**src/rtl/ham_err_accum.sv**
```systemverilog
// ham_err_accum: accumulates per-frame Hamming distances over a programmed
// number of frames and presents the held result on a valid/ready handshake.
//
// Ports:
//   clk, rst_n      rising-edge clock, synchronous active-low reset
//   start           begins a run (honoured in IDLE only)
//   num_frames      frames per run, latched on accepted start
//   ham_dis         per-frame distance, qualified by in_valid / in_ready
//   bit_err_cnt     saturating sum of accepted distances
//   frame_err_cnt   count of accepted non-zero distances
//   max_dis         largest accepted distance in the run
//   range_err       sticky flag: some accepted distance exceeded BITS_PER_FRAME
//   busy            high in ACCUM and REPORT
//   out_valid       result available, held until out_ready
module ham_err_accum #(
   parameter int unsigned DIS_W          = 4,
   parameter int unsigned BITS_PER_FRAME = 12,
   parameter int unsigned FRM_W          = 16,
   parameter int unsigned CNT_W          = 24
) (
   input  logic             clk,
   input  logic             rst_n,
   input  logic             start,
   input  logic [FRM_W-1:0] num_frames,
   input  logic [DIS_W-1:0] ham_dis,
   input  logic             in_valid,
   output logic             in_ready,
   output logic [CNT_W-1:0] bit_err_cnt,
   output logic [FRM_W-1:0] frame_err_cnt,
   output logic [DIS_W-1:0] max_dis,
   output logic             range_err,
   output logic             busy,
   output logic             out_valid,
   input  logic             out_ready
);

   localparam int unsigned SUM_W = CNT_W + 1;

   typedef enum logic [1:0] {
      S_IDLE   = 2'd0,
      S_ACCUM  = 2'd1,
      S_REPORT = 2'd2
   } state_e;

   state_e           state_q, state_d;
   logic             in_ready_q, in_ready_d;
   logic             busy_q, busy_d;
   logic             out_valid_q, out_valid_d;
   logic [CNT_W-1:0] bit_err_cnt_q, bit_err_cnt_d;
   logic [FRM_W-1:0] frame_err_cnt_q, frame_err_cnt_d;
   logic [DIS_W-1:0] max_dis_q, max_dis_d;
   logic             range_err_q, range_err_d;
   logic [FRM_W-1:0] frame_cnt_q, frame_cnt_d;
   logic [FRM_W-1:0] num_frames_q, num_frames_d;

   logic             xfer;
   logic             last_xfer;
   logic             start_ok;
   logic [FRM_W-1:0] frame_cnt_inc;
   logic [SUM_W-1:0] sum_ext;

   // Handshake decode; in_ready_q is high exactly when the FSM is in ACCUM.
   assign xfer          = in_valid & in_ready_q;
   assign frame_cnt_inc = frame_cnt_q + FRM_W'(1);
   assign last_xfer     = xfer & (frame_cnt_inc == num_frames_q);
   assign start_ok      = (state_q == S_IDLE) & start;
   assign sum_ext       = {1'b0, bit_err_cnt_q} + SUM_W'(ham_dis);

   // State register.
   always_ff @(posedge clk) begin
      if (!rst_n) begin
         state_q <= S_IDLE;
      end else begin
         state_q <= state_d;
      end
   end

   // Next-state logic.
   always_comb begin
      state_d = state_q;
      case (state_q)
         S_IDLE: begin
            if (start) begin
               state_d = (num_frames == '0) ? S_REPORT : S_ACCUM;
            end
         end
         S_ACCUM: begin
            if (last_xfer) begin
               state_d = S_REPORT;
            end
         end
         S_REPORT: begin
            if (out_valid_q && out_ready) begin
               state_d = S_IDLE;
            end
         end
         default: state_d = S_IDLE;
      endcase
   end

   // Status outputs are decoded from the next state so they register in step with it.
   always_comb begin
      in_ready_d  = 1'b0;
      busy_d      = 1'b0;
      out_valid_d = 1'b0;
      case (state_d)
         S_ACCUM: begin
            in_ready_d = 1'b1;
            busy_d     = 1'b1;
         end
         S_REPORT: begin
            busy_d      = 1'b1;
            out_valid_d = 1'b1;
         end
         default: ;
      endcase
   end

   // Accumulator datapath: cleared on accepted start, updated per transfer.
   always_comb begin
      bit_err_cnt_d   = bit_err_cnt_q;
      frame_err_cnt_d = frame_err_cnt_q;
      max_dis_d       = max_dis_q;
      range_err_d     = range_err_q;
      frame_cnt_d     = frame_cnt_q;
      num_frames_d    = num_frames_q;
      if (start_ok) begin
         bit_err_cnt_d   = '0;
         frame_err_cnt_d = '0;
         max_dis_d       = '0;
         range_err_d     = 1'b0;
         frame_cnt_d     = '0;
         num_frames_d    = num_frames;
      end else if (xfer) begin
         // Carry out of the widened sum means the accumulator would wrap.
         bit_err_cnt_d = sum_ext[CNT_W] ? '1 : sum_ext[CNT_W-1:0];
         if (ham_dis != '0) begin
            frame_err_cnt_d = frame_err_cnt_q + FRM_W'(1);
         end
         if (ham_dis > max_dis_q) begin
            max_dis_d = ham_dis;
         end
         if (ham_dis > DIS_W'(BITS_PER_FRAME)) begin
            range_err_d = 1'b1;
         end
         frame_cnt_d = frame_cnt_inc;
      end
   end

   // Output and datapath registers.
   always_ff @(posedge clk) begin
      if (!rst_n) begin
         in_ready_q      <= 1'b0;
         busy_q          <= 1'b0;
         out_valid_q     <= 1'b0;
         bit_err_cnt_q   <= '0;
         frame_err_cnt_q <= '0;
         max_dis_q       <= '0;
         range_err_q     <= 1'b0;
         frame_cnt_q     <= '0;
         num_frames_q    <= '0;
      end else begin
         in_ready_q      <= in_ready_d;
         busy_q          <= busy_d;
         out_valid_q     <= out_valid_d;
         bit_err_cnt_q   <= bit_err_cnt_d;
         frame_err_cnt_q <= frame_err_cnt_d;
         max_dis_q       <= max_dis_d;
         range_err_q     <= range_err_d;
         frame_cnt_q     <= frame_cnt_d;
         num_frames_q    <= num_frames_d;
      end
   end

   assign in_ready      = in_ready_q;
   assign busy          = busy_q;
   assign out_valid     = out_valid_q;
   assign bit_err_cnt   = bit_err_cnt_q;
   assign frame_err_cnt = frame_err_cnt_q;
   assign max_dis       = max_dis_q;
   assign range_err     = range_err_q;

endmodule

```
**config.mk**
```make
export PLATFORM = sky130hd
export DESIGN_NAME = ham_err_accum
export DESIGN_NICKNAME = d
export VERILOG_FILES = /design/src/rtl/ham_err_accum.sv
export SDC_FILE = /design/constraint.sdc
export NUM_CORES = 1
export LEC_CHECK = 0
export BUFFER_PORTS_ARGS = -buffer_cell sky130_fd_sc_hd__buf_2
export CAP_MARGIN = 20
export CORE_ASPECT_RATIO = 0.9
export CORE_UTILIZATION = 30
export DETAILED_ROUTE_END_ITERATION = 6
export PLACE_DENSITY = 0.53
export SLEW_MARGIN = 20
export SYNTH_ARGS = -nofsm -noshare
export SYNTH_HDL_FRONTEND = slang
export SYNTH_SLANG_ARGS = --single-unit
export TNS_END_PERCENT = 5
```
**constraint.sdc**
```tcl
create_clock -name clk -period 2.86 [get_ports clk]
set_clock_uncertainty 0.15 [all_clocks]
set_input_delay 0.286 -clock clk [delete_from_list [all_inputs] [get_ports clk]]
set_output_delay 0.286 -clock clk [all_outputs]
set_load 0.01 [all_outputs]
```
# Word level (Yosys, flattened, before mapping)
# Cells that the tools add are included.
# word_totals
ff_bits	82
input_bits	25
elab_cells	42
# op_classes
n_eq_ne	5
bitwise	4
muxes	9
add_sub_neg	3
magnitude_cmp	2
reduce_logical	9
# op_table
cell	n
16-bit by 1-bit adder with 16-bit output, second input constant	2
24-bit by 4-bit adder with 25-bit output	1
24-bit two-way mux	1
16-bit equality test	1
16-bit logical NOT	1
2-bit two-way mux	4
2-bit case mux with 3 select lines	1
2-bit AND reduction	3
2-bit by 1-bit equality test with 1-bit output, second input constant	2
2-bit equality test, second input constant	2
4-bit > comparator	1
4-bit > comparator, second input constant	1
4-bit nonzero test	1
2-bit OR reduction	2
1-bit bitwise AND	3
1-bit two-way mux	3
2-bit logical NOT	1
1-bit logical AND	1
1-bit NOT	1

# Longest topological paths before layout
# logic_depth
word_depth	8
ltp_mapped	10
ltp_nobuf	9

# Worst setup path before layout
# No wires, ideal clock.
# synth_path
kind	register to register
from	reg frame_cnt_q[1]
to	reg in_ready_q (netlist: in_ready)
setup_time_ns	0.115
path_slack_ns	-0.076
t_required_ns	2.595
stages_incl_launch_ff	11
arrival_ns	2.671
path_cell_list	dfxtp_1 > ha_1 > buf_6 > nand4_4 > xor2_1 > o32a_1 > a2111o_1 > o41ai_2 > o211ai_1 > ha_1 > and2_1
# synth_via
elab_chain_cells	7
# synth_rtl
element	line_no	source
start: declaration	53	logic [FRM_W-1:0] frame_cnt_q, frame_cnt_d;
start signal: assignment	170	frame_cnt_q <= frame_cnt_d;
16-bit by 1-bit adder with 16-bit output	64	assign frame_cnt_inc = frame_cnt_q + FRM_W'(1);
16-bit equality test	65	assign last_xfer = xfer & (frame_cnt_inc == num_frames_q);
1-bit bitwise AND	65	
2-bit two-way mux	88	if (last_xfer) begin
2-bit case mux with 3 select lines	81	case (state_q)
2-bit by 1-bit equality test with 1-bit output	106	case (state_d)
1-bit two-way mux	106	
named net in_ready_d	46	logic in_ready_q, in_ready_d;
end signal: assignment	163	in_ready_q <= in_ready_d;
end: declaration	46	
# The timed path passes the listed nets, and every way through them passes these cells.
# A chain may end at the register's enable or synchronous reset.

# Worst setup path after layout
# layout_path
from	reg frame_cnt_q[0]
to	reg busy_q (netlist: busy)
# layout_via
elab_chain_cells	8
# layout_rtl
element	line_no	source
16-bit by 1-bit adder with 16-bit output (*)	64	
named net frame_cnt_inc[1]	59	logic [FRM_W-1:0] frame_cnt_inc;
16-bit equality test (*)	65	
1-bit bitwise AND (*)	65	
2-bit two-way mux (*)	88	
2-bit case mux with 3 select lines (*)	81	
2-bit equality test / 2-bit by 1-bit equality test with 1-bit output (equally long branches)	106	
2-bit OR reduction (no source line) (*)	--	
1-bit two-way mux (*)	106	
end signal: assignment	164	busy_q <= busy_d;
end: declaration	47	logic busy_q, busy_d;
# The timed path passes the listed nets; every way through them passes the cells marked *.

==> results by group <==
Outcome
  – Status: completed

Timing
  – Tmin final: 2790 ps
  – Hold Slack: 48.8 ps
  – Setup TNS: 0 ps
  – Highest clock rate: 359 MHz
  – Endpoints failing setup: 0
  – Slew @ Worst Pin: 910 ps
  – Relative slew margins: 0.385
  – Final Hold Fails: 0
  – Final worst path period share: 0.975
  – Final Max Tran Viols: 0
  – Setup repair after global routing missed its margin: true
  – Post-route setup slack: 72.4 ps

Final layout
  – Layout cell share with drive strength beyond 1: 0.237
  – Final Core Density: 0.383
  – Fillers: 1532
  – Syn-to-layout area delta: 24.7%
  – Post-layout instance area: 5640 µm²
  – Layout Cells excl Fill: 817
  – Nets: 652
  – N_diodes: 0

Placement
  – Setup WS pre-CTS: -37.8 ps
  – GP Congestion: 0.864
  – Placed Cells: 799
  – Post-Place Cell Area: 5250 µm²
  – Buffers on Ports: 72
  – Detailed Place HPWL: 8290 µm

CTS
  – Clk_lat worst skew: 350 ps
  – CTS sink cnt: 82
  – Post-CTS Hold Buffers: 0
  – Register clock-pin slew on the reported worst setup and hold paths: 60 ps
  – Root Buffer: clkbuf_16
  – CTS tree: done
  – CTS Buf Count: 9
  – CTS Buffer Depth: 2
  – CTS H-tree lvls: 3

Die
  – Row cnt: 42
  – Initial Util: 0.307
  – Die ar.: 15600 µm²
  – Die H: 118 µm
  – Die Wd: 131 µm
  – Core Region: 14700 µm²
  – I/O pin cnt: 73

Min path
  – Worst min path class: in2reg

Setup path
  – Crit Path Class: reg2reg
  – CP max FO: 3
  – CP required: 2990 ps
  – Slowest stage delay, CP: 410 ps
  – Crit. End Element: flop
  – R2R Setup Slk: 70 ps
  – CP cell instances: ha_4, xor2_2, a2111oi_4, o221ai_1, a2111o_1, nor4_2, buf_4, or2_1, ha_1, nor2b_1
  – Slowest stage cell, crit path: a2111o_1
  – Worst path top cell family by delay: compound AO/OA/AOI/OAI gates
  – Worst Setup Start Kind: flop
  – Bufs and invs on worst path: 1
  – Critical Path AT: 2920 ps

Power
  – Overall power: 2.66 mW
  – Flop pwr share: 0.445
  – Gate power share: 0.082
  – Power Density: 472 nW/µm²
  – Sw Pwr: 640 µW
  – Maximum vdd drop: 306 µV
  – Sw frac: 0.240
  – Cell internal pwr: 2.02 mW
  – Clock share of power: 0.473
  – P_leak: 2.19 nW

Global route
  – Overflow after GRT: 0
  – Vias in the first global route: 3819
  – Initial antenna violation count: 0
  – Largest net degree at the start of global routing: 62
  – GRT Resource Usage Total: 0.151
  – First-pass GRT wire length: 18800 µm

Routing
  – Drt drc: 0
  – Wire length per cell: 14.0 µm
  – Number of DRC markers in iteration 0: 200
  – Detail Route Antenna Nets: 0
  – Total wire length: 11400 µm
  – Vias per cell: 4.88
  – Total number of vias: 3991
  – DRT Pass-1 Iters: 6

Yosys
  – Synth Warn #: 0
  – Cells after Synth: 528
  – Synth Register Bits: 82
  – Top_reg_cell synth: dfxtp_1
  – Syn_nets: 566
  – Async SR Flop Fraction: 0
  – Post-synthesis cell area: 4520 µm²
  – Number of synthesized flops with an enable pin: 0
  – Mean Syn Cell Area: 8.56 µm²
  – Sequential share of the synthesized area: 0.363
  – Post-synthesis cell type count: 63

Run
  – Maxcap violations: 0
final cells by class:
type	instances	area (µm²)	share of cell area
inverters	17	63.8	0.0113
flip-flops and latches	82	1650	0.292
clock buffers	10	229	0.0406
multi-input cells	400	2730	0.485
well taps	198	248	0.0439
clock inverters	6	90.1	0.0160
repair buffers	104	627	0.111
power by group through the flow:
| stage | Combinational (mW) | Sequential, mW | Clock, mW |
|---|---|---|---|
| floorplan | 0.137 | 1.21 | 0 |
| global placement | 0.211 | 1.21 | 0 |
| detailed placement | 0.216 | 1.21 | 0 |
| CTS | 0.218 | 1.18 | 1.30 |
| global route | 0.244 | 1.19 | 1.35 |
| finish | 0.219 | 1.18 | 1.26 |
logic make-up (layout without fill, tap and decap cells):
kind of cell	after synthesis	count (layout)	synth area share
AND/OR/NAND/NOR	224	224	0.265
AO/OA/AOI/OAI	97	97	0.161
flip-flops	82	82	0.363
XOR/XNOR	64	64	0.124
buffers and inverters	46	137	0.0445
adder cells (fa/ha/maj)	13	13	0.0376
multiplexers	2	2	0.00443
cell usage in the layout (no fill, tap or decap), types with 9 or more instances in the layout:
cell type	instances
inv_1	17
dfxtp_1	77
a21boi_0	16
nand2_1	54
xor2_1	28
nor3_1	13
a21oi_1	31
ha_1	11
buf_2	73
and4_1	11
xnor2_1	35
nor2_1	54
nand3_1	20
nand4_1	16
buf_4	28
clkbuf_16	9
cells in the mapped netlist, types with 9 or more instances:
cell      number  area share
a21boi_0      16       0.027
a21oi_1       31       0.034
and4_1        11       0.021
clkbuf_1      19       0.016
dfxtp_1       82        0.36
ha_1          12       0.033
inv_1         17       0.014
nand2_1       55       0.046
nand3_1       20       0.022
nand4_1       16       0.022
nor2_1        54       0.045
nor3_1        13       0.014
nor4_1         9       0.012
xnor2_1       35       0.068
xor2_1        29       0.056
worst reg2reg max path: stages (launching register included):
cell,delay (ps)
dfxtp_2,330
ha_4,250
xor2_2,160
a2111oi_4,360
o221ai_1,180
a2111o_1,410
nor4_2,280
buf_4,170
or2_1,100
ha_1,230
nor2b_1,110
path summary, 6_finish.rpt:
check,startpoint,end,cells past startpoint
worst max register to register,frame_cnt_q[0],busy,10
worst min-delay path,num_frames[5],num_frames_q[5],3
worst min register to register,range_err,range_err,2
worst max-delay path,frame_cnt_q[0],busy,10
what timing repair did:
item	4_1_cts	5_1_grt
resized for setup	5	9
gates cloned	0	1
endpoints found under the setup margin	2	6
pin swaps	4	3
setup buffers	0	1
state kept, by name (all words and copies together), names as in the netlist:
| register | cells |
|---|---|
| frame_err_cnt | 16 |
| range_err | 1 |
| state_q | 2 |
| max_dis | 4 |
| in_ready | 1 |
| frame_cnt_q | 16 |
| bit_err_cnt | 24 |
| busy | 1 |
| out_valid | 1 |
| num_frames_q | 16 |
layer usage:
layer | part of all wire | track usage | up-vias
met3 | 0.035 | 0.0365 | 15
li1 | - | - | 2040
met1 | 0.48 | 0.192 | 1877
met5 | 0 | 0 | -
met2 | 0.47 | 0.244 | 59
met4 | 0.018 | 0.0669 | 0
Power figures use the tool's default switching activity.
